$ cat src/rtl/lighting_scheduler.sv
// -----------------------------------------------------------------------------
// lighting_scheduler
//
// Sequencer for the smart-home lighting datapath control inputs.
//   - Rotates the one-hot time-of-day code through morning, noon, evening and
//     night. The code advances once every PHASE_TICKS time-base ticks.
//   - Applies timed user overrides to the light pattern. An override lasts
//     ovr_ticks ticks, can be reloaded, and ovr_ticks == 0 cancels it.
//   - Holds the software-written configuration word.
//
// Ports:
//   clk          in   system clock, rising edge
//   rst          in   asynchronous, active-high reset
//   en           in   scheduler enable (level)
//   tick         in   time-base strobe, one clk wide
//   ovr_req      in   override request, one clk wide
//   ovr_light    in   [3:0] requested light pattern, sampled with ovr_req
//   ovr_ticks    in   [3:0] override hold time in ticks, 0 = cancel
//   cfg_we       in   write strobe for lenght
//   cfg_len      in   [3:0] new lenght value
//   tcode        out  [3:0] one-hot day phase, 0000 when off
//   ulight       out  [3:0] light pattern to the datapath
//   lenght       out  [3:0] configuration word to the datapath
//   ovr_active   out  override in force
//   phase_strobe out  one-cycle pulse on each tcode change made while running
// -----------------------------------------------------------------------------
module lighting_scheduler #(
    parameter int         PHASE_TICKS = 8,
    parameter logic [3:0] DEFAULT_LEN = 4'b0101
) (
    input  logic       clk,
    input  logic       rst,
    input  logic       en,
    input  logic       tick,
    input  logic       ovr_req,
    input  logic [3:0] ovr_light,
    input  logic [3:0] ovr_ticks,
    input  logic       cfg_we,
    input  logic [3:0] cfg_len,
    output logic [3:0] tcode,
    output logic [3:0] ulight,
    output logic [3:0] lenght,
    output logic       ovr_active,
    output logic       phase_strobe
);

    typedef enum logic {
        ST_OFF = 1'b0,
        ST_RUN = 1'b1
    } state_t;

    // Value of phase_cnt_r on the tick that must advance the phase.
    localparam logic [7:0] LAST_CNT = 8'(PHASE_TICKS - 1);

    state_t     state_r;
    logic [7:0] phase_cnt_r;
    logic [3:0] ovr_cnt_r;

    // Configuration register. It is written in any state and is independent of en.
    always_ff @(posedge clk or posedge rst) begin
        if (rst) begin
            lenght <= DEFAULT_LEN;
        end else if (cfg_we) begin
            lenght <= cfg_len;
        end else begin
            lenght <= lenght;
        end
    end

    // Scheduler FSM: phase rotation, override timing and registered outputs.
    always_ff @(posedge clk or posedge rst) begin
        if (rst) begin
            state_r      <= ST_OFF;
            tcode        <= 4'b0000;
            ulight       <= 4'b0000;
            ovr_active   <= 1'b0;
            phase_strobe <= 1'b0;
            phase_cnt_r  <= 8'd0;
            ovr_cnt_r    <= 4'd0;
        end else begin
            phase_strobe <= 1'b0;
            case (state_r)
                ST_OFF: begin
                    // The off state ignores tick and ovr_req. The outputs are already clear.
                    ulight     <= 4'b0000;
                    ovr_active <= 1'b0;
                    ovr_cnt_r  <= 4'd0;
                    if (en) begin
                        state_r     <= ST_RUN;
                        tcode       <= 4'b0001;
                        phase_cnt_r <= 8'd0;
                    end else begin
                        tcode       <= 4'b0000;
                        phase_cnt_r <= 8'd0;
                    end
                end
                ST_RUN: begin
                    if (!en) begin
                        // A disable overrides a tick or a request in the same cycle.
                        state_r     <= ST_OFF;
                        tcode       <= 4'b0000;
                        ulight      <= 4'b0000;
                        ovr_active  <= 1'b0;
                        phase_cnt_r <= 8'd0;
                        ovr_cnt_r   <= 4'd0;
                    end else begin
                        if (tick) begin
                            if (phase_cnt_r == LAST_CNT) begin
                                phase_cnt_r  <= 8'd0;
                                tcode        <= {tcode[2:0], tcode[3]};
                                phase_strobe <= 1'b1;
                            end else begin
                                phase_cnt_r  <= phase_cnt_r + 8'd1;
                            end
                        end else begin
                            phase_cnt_r <= phase_cnt_r;
                        end

                        // A request takes priority over the tick decrement.
                        if (ovr_req) begin
                            if (ovr_ticks != 4'd0) begin
                                ulight     <= ovr_light;
                                ovr_cnt_r  <= ovr_ticks;
                                ovr_active <= 1'b1;
                            end else begin
                                ulight     <= 4'b0000;
                                ovr_cnt_r  <= 4'd0;
                                ovr_active <= 1'b0;
                            end
                        end else if (tick && ovr_active) begin
                            if (ovr_cnt_r == 4'd1) begin
                                ulight     <= 4'b0000;
                                ovr_cnt_r  <= 4'd0;
                                ovr_active <= 1'b0;
                            end else begin
                                ovr_cnt_r  <= ovr_cnt_r - 4'd1;
                            end
                        end else begin
                            ovr_cnt_r <= ovr_cnt_r;
                        end
                    end
                end
                default: begin
                    state_r     <= ST_OFF;
                    tcode       <= 4'b0000;
                    ulight      <= 4'b0000;
                    ovr_active  <= 1'b0;
                    phase_cnt_r <= 8'd0;
                    ovr_cnt_r   <= 4'd0;
                end
            endcase
        end
    end

endmodule

$ cat config.mk
export PLATFORM = sky130hd
export DESIGN_NAME = lighting_scheduler
export DESIGN_NICKNAME = d
export VERILOG_FILES = /design/src/rtl/lighting_scheduler.sv
export SDC_FILE = /design/constraint.sdc
export NUM_CORES = 1
export LEC_CHECK = 0
export ABC_AREA = 1
export BUFFER_PORTS_ARGS = -buffer_cell sky130_fd_sc_hd__buf_2
export CAP_MARGIN = 10
export CORE_ASPECT_RATIO = 1.25
export CORE_MARGIN = 5
export CORE_UTILIZATION = 52
export DETAILED_ROUTE_END_ITERATION = 10
export PLACE_DENSITY = 0.82
export SLEW_MARGIN = 40
export SYNTH_ARGS = -nofsm -noshare
export SYNTH_HDL_FRONTEND = slang
export SYNTH_SLANG_ARGS = --single-unit
$ cat constraint.sdc
create_clock -name clk -period 1.4 [get_ports clk]
set_input_delay 0.21 -clock clk [delete_from_list [all_inputs] [get_ports clk]]
set_output_delay 0.21 -clock clk [all_outputs]
set_load 0.05 [all_outputs]
==> results of run 1 <==
through the flow:
stage | worst slack, ns | power, mW
after floorplan | 0.132 | 1.00
after global placement | 0.120 | 1.08
after detailed placement | 0.0648 | 1.08
after CTS | 0.0155 | 1.42
after global routing | -0.0145 | 1.48
final | 0.0496 | 1.41
cell families (layout without fill, tap and decap cells):
family | Yosys count | count (layout)
xor+xnor | 2 | 2
compound gates | 18 | 18
mux | 4 | 4
simple gates | 87 | 87
buf+inv | 26 | 65
fa+ha+maj | 3 | 3
flops | 27 | 27
final timing paths:
| check | from | end | slack [ns] | depth (start not counted) |
|---|---|---|---|---|
| min | en | state_r$_DFF_PP0_ | 0.04 | 1 |
| min reg2reg | tcode[0]$_DFFE_PP0P_ | tcode[1]$_DFFE_PP0P_ | 0.52 | 2 |
| max | lenght[2]$_DFFE_PP1P_ | lenght[2] | 0.05 | 1 |
| max in group asynchronous | rst | lenght[0]$_DFFE_PP1P_ | 0.66 | 4 |
| max reg2reg | phase_cnt_r[0]$_DFFE_PP0P_ | phase_cnt_r[6]$_DFFE_PP0P_ | 0.08 | 8 |
| min in group asynchronous | rst | tcode[2]$_DFFE_PP0P_ | 0.45 | 4 |
power groups by stage:
stage	Clock [mW]	Combinational [mW]	Sequential, mW
final	0.341	0.240	0.830
after detailed placement	0	0.237	0.845
after CTS	0.353	0.240	0.830
after global routing	0.382	0.268	0.834
after floorplan	0	0.0941	0.910
after global placement	0	0.232	0.843
worst register-to-register path, delay by kind of cell (launching register included):
kind                       cells  cell delay [ns]
DFF                            1             0.42
buffers and inverters          1             0.07
adders and majority gates      1             0.23
and+or+nand+nor                6             0.56
Yosys cell counts (all sizes together), types with 2 or more instances:
cell type,n,area share
a21oi,4,0.017
dfrtp,25,0.45
dfstp,2,0.038
ha,3,0.027
inv,26,0.071
mux2,4,0.033
nand2,41,0.12
nand3,22,0.083
nor2,19,0.057
nor3,2,0.015
o21ai,8,0.029
or2,2,0.0091
xor2,2,0.013
timing repair:
item | CTS | global route
setup endpoints to repair | 0 | 5
hold buffers | 1 | 0
endpoints found under the hold margin | 25 | 0
gates resized for setup | 0 | 3
buffers inserted | 0 | 2
metal layers:
metal  part of all wire  vias to the layer above  track usage
met5                  0                        -            0
met4              0.020                        0       0.0890
met3              0.037                        7       0.0210
met2               0.55                       37        0.323
met1               0.40                      564        0.195
li1                   -                      613            -
registers in the layout, indices dropped and copies added, names as in the netlist:
signal / flops
ovr_cnt_r: 4
state_r: 1
ulight: 4
ovr_active: 1
tcode: 4
phase_strobe: 1
lenght: 4
phase_cnt_r: 8
final cells by class:
cell class	instances	area share
clock buffer	3	0.0137
clock inverter	1	0.00455
inverter	26	0.0592
multi-input combinational	114	0.372
sequential	27	0.411
tap	34	0.0258
timing repair buffer	35	0.114
==> results.sh, run 1 <==
export IMPL_p_sw_mw=0.413
export IMPL_die_y_um=67.6
export IMPL_cap_violations=0
export IMPL_cts_buffers=3
export IMPL_final_cell_mix="37 x nand2_1, 31 x buf_2, 25 x dfrtp_1"
export IMPL_hold_viol_final=0
export IMPL_vdd_ir_drop_max_uv=614
export IMPL_fillers=246
export IMPL_fin_crit_sh=0.965
export IMPL_fmax_mhz=741
export IMPL_synthFlopType="dfrtp_1"
export IMPL_synthXorXnorAreaFrac=0.0127
export IMPL_synthToLayoutAreaGrowth_pct=19.4
export IMPL_cp_max_fo=2
export IMPL_cts_buffer_depth=2
export IMPL_cp_arrival_ns=1.14
export IMPL_wl_per_cell_um=12.5
export IMPL_final_common_cell="nand2_1"
export IMPL_synth_top_family_by_area="simple AND/OR/NAND/NOR gates"
export IMPL_path_cells="buf_2"
export IMPL_firstDrtPassIters=4
export IMPL_grt_pass1_vias=1185
export IMPL_cts_htree_levels=1
export IMPL_nNetsFinal=228
export IMPL_seqPwrFrac=0.588
export IMPL_cpPeakStageDelay_ns=0.55
export IMPL_leakage_nw=0.868
export IMPL_antennaDiodeCount=0
export IMPL_io_buffers=31
export IMPL_drtIter0Drc=32
export IMPL_ant_nets=0
export IMPL_drc_errors=0
export IMPL_yosysWarningCount=0
export IMPL_setup_viol=0
export IMPL_final_util=0.628
export IMPL_dieArea_um2=3790
export IMPL_status="finished, final reports clean"
export IMPL_synthMuxAreaShare=0.0326
export IMPL_grt_use_total=0.174
export IMPL_synth_seq_cells=27
export IMPL_critPathTopFamily="flip-flops"
export IMPL_hp_class="input pin to register"
export IMPL_dpl_cell_area_um2=1590
export IMPL_drive_gt1_frac=0.291
export IMPL_clock_sinks=27
export IMPL_cts_reportedPaths_clkPinSlew_ns=0.15
export IMPL_initial_core_util=0.526
export IMPL_antenna_found_initial=0
export IMPL_critical_path_class="register to primary output"
export IMPL_multi_input_area_um2=613
export IMPL_required_ns=1.19
export IMPL_slew_violations=0
export IMPL_seq_area_um2=678
export IMPL_fp_coreArea_um2=2630
export IMPL_io_pins=32
export IMPL_grt_overflow_total=0
export IMPL_skew_ns=0.00983
export IMPL_yosys_area_share_adder=0.0272
export IMPL_synth_area_um2=1380
export IMPL_setup_tns_ns=0
export IMPL_startpoint_type="register"
export IMPL_netSwitchingFraction=0.293
export IMPL_crit_buf_inv=1
export IMPL_async_flop_share=1.00
export IMPL_slew_headroom=0.776
export IMPL_combPwrFrac=0.170
export IMPL_ys_types=27
export IMPL_grt_pass1_wl_um=5140
export IMPL_tritoncts="yes"
export IMPL_synth_simple_area_share=0.286
export IMPL_end_kind="primary output"
export IMPL_hpwl_um=2320
export IMPL_cts_root_buf="clkbuf_4"
export IMPL_p_clk_frac=0.242
export IMPL_finalNonFillerCells=240
export IMPL_vias=1221
export IMPL_syn_area_per_cell_um2=8.27
export IMPL_totalWireLength_um=2990
export IMPL_ys_seq_area_frac=0.491
export IMPL_finish_instance_area_um2=1650
export IMPL_synth_edf_count=0
export IMPL_p_int_mw=0.998
export IMPL_dp_cells=233
export IMPL_fp_dieW_um=56.1
export IMPL_syn_nets=188
export IMPL_period_needed_ns=1.35
export IMPL_synth_compound_area_share=0.0797
export IMPL_worstMarginPinSlew_ns=0.336
export IMPL_syn_inst=167
export IMPL_p_per_area_nw_per_um2=856
export IMPL_gp_congestion=0.860
export IMPL_grt_max_degree=28
export IMPL_slowest_stage="dfstp_2"
export IMPL_core_rowCount=21
export IMPL_clock_latency_ns=0.33
export IMPL_viasPerCell=5.09
export IMPL_holdWs_ns=0.0440
Note: power is estimated with default switching activity, not from simulation.
==> run 2, diff against run 1 <==
--- a/config.mk
+++ b/config.mk
@@ -8,9 +8,11 @@
 export ABC_AREA = 1
 export BUFFER_PORTS_ARGS = -buffer_cell sky130_fd_sc_hd__buf_2
 export CAP_MARGIN = 10
+export CELL_PAD_IN_SITES_DETAIL_PLACEMENT = 1
+export CELL_PAD_IN_SITES_GLOBAL_PLACEMENT = 2
 export CORE_ASPECT_RATIO = 1.25
 export CORE_MARGIN = 5
-export CORE_UTILIZATION = 52
+export CORE_UTILIZATION = 30
 export DETAILED_ROUTE_END_ITERATION = 10
 export PLACE_DENSITY = 0.82
 export SLEW_MARGIN = 40
==> run 2 against run 1 <==
Against the previous run:
- count of clock-buffer cells in the layout unchanged
- via count up 0.49%
- die area is 60% higher
- first-iteration DRC count unchanged
- critical path depth grew 7
- power increased by 8.3%
==> results.sh, run 2 (synthesis results as in run 1) <==
export IMPL_regToRegStartpoint="phase_cnt_r[1]$_DFFE_PP0P_"
export IMPL_synthToLayoutAreaGrowth_pct=22.8
export IMPL_antenna_found_initial=0
export IMPL_slew_violations=0
export IMPL_power_mw=1.53
export IMPL_dp_cells=257
export IMPL_required_ns=1.62
export IMPL_hp_class="input pin to register"
export IMPL_fin_crit_sh=0.955
export IMPL_setup_tns_ns=0
export IMPL_status="finished, final reports clean"
export IMPL_fp_coreArea_um2=4430
export IMPL_cts_htree_levels=1
export IMPL_final_cell_mix="37 x nand2_1, 31 x buf_2, 25 x dfrtp_1"
export IMPL_io_pins=32
export IMPL_tritoncts="yes"
export IMPL_top_register="phase_cnt_r"
export IMPL_cts_reportedPaths_clkPinSlew_ns=0.10
export IMPL_end_kind="register"
export IMPL_clock_latency_ns=0.27
export IMPL_clock_sinks=27
export IMPL_drive_gt1_frac=0.298
export IMPL_p_per_area_nw_per_um2=901
export IMPL_crit_end="phase_cnt_r[7]$_DFFE_PP0P_"
export IMPL_skew_ns=0.00566
export IMPL_critical_path_class="register to register"
export IMPL_vdd_ir_drop_max_uv=298
export IMPL_grt_max_degree=28
export IMPL_die_y_um=85.9
export IMPL_period_needed_ns=1.34
export IMPL_largest_reg_flops=8
export IMPL_wl_per_cell_um=13.4
export IMPL_hold_viol_final=0
export IMPL_antennaDiodeCount=0
export IMPL_viasPerCell=4.67
export IMPL_grt_pass1_wl_um=6240
export IMPL_cp_max_fo=3
export IMPL_cp_arrival_ns=1.55
export IMPL_nNetsFinal=227
export IMPL_slew_headroom=0.771
export IMPL_fillers=570
export IMPL_drc_errors=0
export IMPL_io_buffers=31
export IMPL_setup_viol=0
export IMPL_r2r_end="phase_cnt_r[7]$_DFFE_PP0P_"
export IMPL_reg2reg_depth=8
export IMPL_startpoint_type="register"
export IMPL_hpwl_um=2900
export IMPL_cts_buffers=3
export IMPL_fmax_mhz=748
export IMPL_worstMarginPinSlew_ns=0.344
export IMPL_firstDrtPassIters=3
export IMPL_final_common_cell="nand2_1"
export IMPL_initial_core_util=0.312
export IMPL_fp_dieW_um=70.7
export IMPL_grt_overflow_total=0
export IMPL_cts_buffer_depth=2
export IMPL_drtIter0Drc=32
export IMPL_dieArea_um2=6070
export IMPL_leakage_nw=0.870
export IMPL_cap_violations=0
export IMPL_vias=1227
export IMPL_totalWireLength_um=3530
export IMPL_finalNonFillerCells=263
export IMPL_grt_use_total=0.127
export IMPL_grt_pass1_vias=1351
export IMPL_cts_root_buf="clkbuf_8"
export IMPL_gp_congestion=0.773
export IMPL_holdWs_ns=0.106
export IMPL_core_rowCount=27
export IMPL_ant_nets=0
export IMPL_crit_start="phase_cnt_r[1]$_DFFE_PP0P_"
export IMPL_reg2reg_slack_ns=0.06
export IMPL_final_util=0.383
run 2: changes by cell type in the layout (fill, tap and decap cells not counted), sizes merged:
cell	change
buf	-1
run 2: cell type report:
type,instances,area (um^2),area share
inverter,26,97.6,0.0575
tap,58,72.6,0.0428
multi-input combinational,114,619,0.365
sequential,27,678,0.400
timing repair buffer,34,180,0.106
clock inverter,1,7.51,0.00442
clock buffer,3,41.3,0.0243
run 2: metrics by stage:
stage / setup WS, ns / cell area [um^2]
final: 0.0629 / 1700
after global routing: -0.0280 / 1700
after CTS: 0.0100 / 1680
after detailed placement: 0.0307 / 1620
after global placement: 0.0795 / 1620
after floorplan: 0.132 / 1380
run 2: how the worst min path moves through the flow:
stage | startpoint | end | cells past startpoint
after CTS | en | state_r$_DFF_PP0_ | 1
after floorplan | en | state_r$_DFF_PP0_ | 0
after global placement | rst | tcode[3]$_DFFE_PP0P_ | 3
after global routing | en | state_r$_DFF_PP0_ | 1
final | en | state_r$_DFF_PP0_ | 1
after detailed placement | rst | tcode[3]$_DFFE_PP0P_ | 3
run 2: timing repair:
action,4_1_cts,5_1_grt
setup endpoints to repair,0,13
gates resized for setup,0,7
hold buffers,1,0
buffers inserted,0,1
endpoints found under the hold margin,25,0
run 2: critical path: stages, from the launching register on:
cell and delay, ns:
dfrtp_1 0.41, ha_1 0.22, nand2_2 0.10, inv_1 0.07, nand2_2 0.09, nor2_1 0.06
nor2_2 0.16, nand3_1 0.08, nand2_1 0.07
run 2: metal layers:
layer | up-vias | global-route usage | part of all wire
met5 | - | 0 | 0
met2 | 15 | 0.237 | 0.55
li1 | 609 | - | -
met4 | 0 | 0.0359 | 0.0099
met1 | 599 | 0.147 | 0.41
met3 | 4 | 0.0199 | 0.028
run 2: where the power goes:
part	leakage, nW	switching, mW	total [mW]	internal, mW
registers	0.358	0.0173	0.829	0.811
logic	0.490	0.168	0.245	0.0768
clock network	0.0217	0.252	0.455	0.202
total	0.870	0.438	1.53	1.09
==> run 3, diff against run 2 <==
--- a/config.mk
+++ b/config.mk
@@ -13,8 +13,11 @@
 export CORE_ASPECT_RATIO = 1.25
 export CORE_MARGIN = 5
 export CORE_UTILIZATION = 30
+export CTS_CLUSTER_DIAMETER = 60
+export CTS_CLUSTER_SIZE = 24
 export DETAILED_ROUTE_END_ITERATION = 10
 export PLACE_DENSITY = 0.82
+export RECOVER_POWER = 25
 export SLEW_MARGIN = 40
 export SYNTH_ARGS = -nofsm -noshare
 export SYNTH_HDL_FRONTEND = slang
==> run 3 against run 2 <==
Against the previous run:
- first-iteration DRC count rose by 13%
- sequential share of layout area rose by 0.089 points
- critical path depth did not move
- fmax barely moved
- largest cell class unchanged
- clock skew barely moved
- core utilization fell by 0.085 points
- critical endpoint unchanged
- sequential cell count did not move
- sequential power barely moved
==> results.sh, run 3 (synthesis results as in run 1) <==
export IMPL_fp_dieW_um=70.7
export IMPL_multi_input_area_um2=619
export IMPL_critical_path_class="register to register"
export IMPL_hpwl_um=2900
export IMPL_place_ws_ns=0.0307
export IMPL_drc_errors=0
export IMPL_synthToLayoutAreaGrowth_pct=22.6
export IMPL_end_kind="register"
export IMPL_required_ns=1.62
export IMPL_cts_root_buf="clkbuf_8"
export IMPL_p_sw_mw=0.438
export IMPL_hold_viol_final=0
export IMPL_ant_nets=0
export IMPL_regToRegStartpoint="phase_cnt_r[1]$_DFFE_PP0P_"
export IMPL_grt_use_total=0.127
export IMPL_combPwrFrac=0.160
export IMPL_gp_congestion=0.773
export IMPL_io_buffers=31
export IMPL_r2r_end="phase_cnt_r[7]$_DFFE_PP0P_"
export IMPL_die_y_um=85.9
export IMPL_hp_start="en"
export IMPL_drive_gt1_frac=0.293
export IMPL_fillers=572
export IMPL_reg2reg_depth=8
export IMPL_final_util=0.383
export IMPL_cts_htree_levels=1
export IMPL_totalWireLength_um=3540
export IMPL_period_needed_ns=1.34
export IMPL_fp_coreArea_um2=4430
export IMPL_grt_max_degree=28
export IMPL_clock_sinks=27
export IMPL_grt_overflow_total=0
export IMPL_seqPwrFrac=0.543
export IMPL_viasPerCell=4.67
export IMPL_crit_start="phase_cnt_r[1]$_DFFE_PP0P_"
export IMPL_fin_crit_sh=0.955
export IMPL_cts_buffer_depth=2
export IMPL_cap_violations=0
export IMPL_netSwitchingFraction=0.287
export IMPL_clock_latency_ns=0.27
export IMPL_skew_ns=0.00571
export IMPL_fmax_mhz=748
export IMPL_p_per_area_nw_per_um2=902
export IMPL_cp_max_fo=3
export IMPL_cp_arrival_ns=1.55
export IMPL_core_rowCount=27
export IMPL_seq_area_um2=678
export IMPL_status="finished, final reports clean"
export IMPL_antenna_found_initial=0
export IMPL_p_clk_frac=0.298
export IMPL_hp_class="input pin to register"
export IMPL_nNetsFinal=227
export IMPL_reg2reg_slack_ns=0.06
export IMPL_top_register="phase_cnt_r"
export IMPL_cts_buffers=3
export IMPL_slew_headroom=0.556
export IMPL_vdd_ir_drop_max_uv=298
export IMPL_grt_pass1_vias=1351
export IMPL_min_to="state_r$_DFF_PP0_"
export IMPL_worstMarginPinSlew_ns=0.666
export IMPL_firstDrtPassIters=3
export IMPL_cts_reportedPaths_clkPinSlew_ns=0.10
export IMPL_tritoncts="yes"
export IMPL_wl_per_cell_um=13.4
export IMPL_dieArea_um2=6070
export IMPL_final_common_cell="nand2_1"
export IMPL_grt_pass1_wl_um=6240
export IMPL_drtIter0Drc=36
export IMPL_p_int_mw=1.09
export IMPL_startpoint_type="register"
export IMPL_largest_reg_flops=8
export IMPL_antennaDiodeCount=0
export IMPL_initial_core_util=0.312
export IMPL_io_pins=32
export IMPL_leakage_nw=0.867
export IMPL_setup_viol=0
export IMPL_slew_violations=0
export IMPL_vias=1229
export IMPL_whs_path_depth=1
export IMPL_timing_final_ws_setup_ns=0.0628
export IMPL_final_cell_mix="37 x nand2_1, 30 x buf_2, 25 x dfrtp_1"
-- run 3: changes by cell type in the layout (fill, tap and decap cells not counted), sizes merged --
cell	change
buf	-2
clkbuf	+2
-- run 3: per-layer routing --
layer	track usage	share of wire	up-vias
met5	0	0	-
met4	0.0359	0.0099	0
met3	0.0199	0.026	4
met2	0.237	0.55	15
met1	0.147	0.41	601
li1	-	-	609
-- run 3: critical path, cell delays in order, from the launching register on --
cell,delay (ns)
dfrtp_1,0.41
ha_1,0.22
nand2_2,0.10
inv_1,0.07
nand2_2,0.09
nor2_1,0.06
nor2_2,0.16
nand3_1,0.08
nand2_1,0.07
-- run 3: area by class of cell --
class	instances	share of cell area
Sequential cell	27	0.401
Multi-Input combinational cell	114	0.366
Timing Repair Buffer	34	0.104
Inverter	26	0.0576
Tap cell	58	0.0429
Clock buffer	3	0.0244
Clock inverter	1	0.00443
-- run 3: worst max-delay path by stage --
stage	end	slack, ns
after detailed placement	phase_cnt_r[6]$_DFFE_PP0P_	0.03
after CTS	phase_cnt_r[7]$_DFFE_PP0P_	0.01
after global placement	ulight[0]$_DFFE_PP0P_	0.08
final	phase_cnt_r[7]$_DFFE_PP0P_	0.06
after floorplan	ovr_active$_DFFE_PP0P_	0.13
after global routing	tcode[3]$_DFFE_PP0P_	-0.03
-- run 3: per-stage QoR --
step | instances | power (mW) | TNS (ns) | hold slack (ns) | instance area (um^2)
2_1_floorplan | 167 | 1.00 | 0 | 0.241 | 1380
6_report | 263 | 1.53 | 0 | 0.133 | 1690
3_5_place_dp | 257 | 1.09 | 0 | 0.293 | 1620
3_3_place_gp | 257 | 1.08 | 0 | 0.283 | 1620
4_1_cts | 262 | 1.56 | 0 | 0.0979 | 1680
5_1_grt | 263 | 1.62 | -0.0884 | 0.138 | 1690
-- run 3: timing repair --
item                                   4_1_cts  5_1_grt
gates resized for setup                      0        7
endpoints found under the hold margin       25        0
setup buffers                                0        1
setup endpoints to repair                    0       13
hold buffers                                 1        0
-- run 3: power groups by stage --
| stage | combinational [mW] | clock [mW] | sequential [mW] |
|---|---|---|---|
| final | 0.244 | 0.455 | 0.829 |
| after global routing | 0.271 | 0.513 | 0.833 |
| after CTS | 0.247 | 0.479 | 0.830 |
| after detailed placement | 0.244 | 0 | 0.846 |
| after global placement | 0.236 | 0 | 0.843 |
| after floorplan | 0.0941 | 0 | 0.910 |
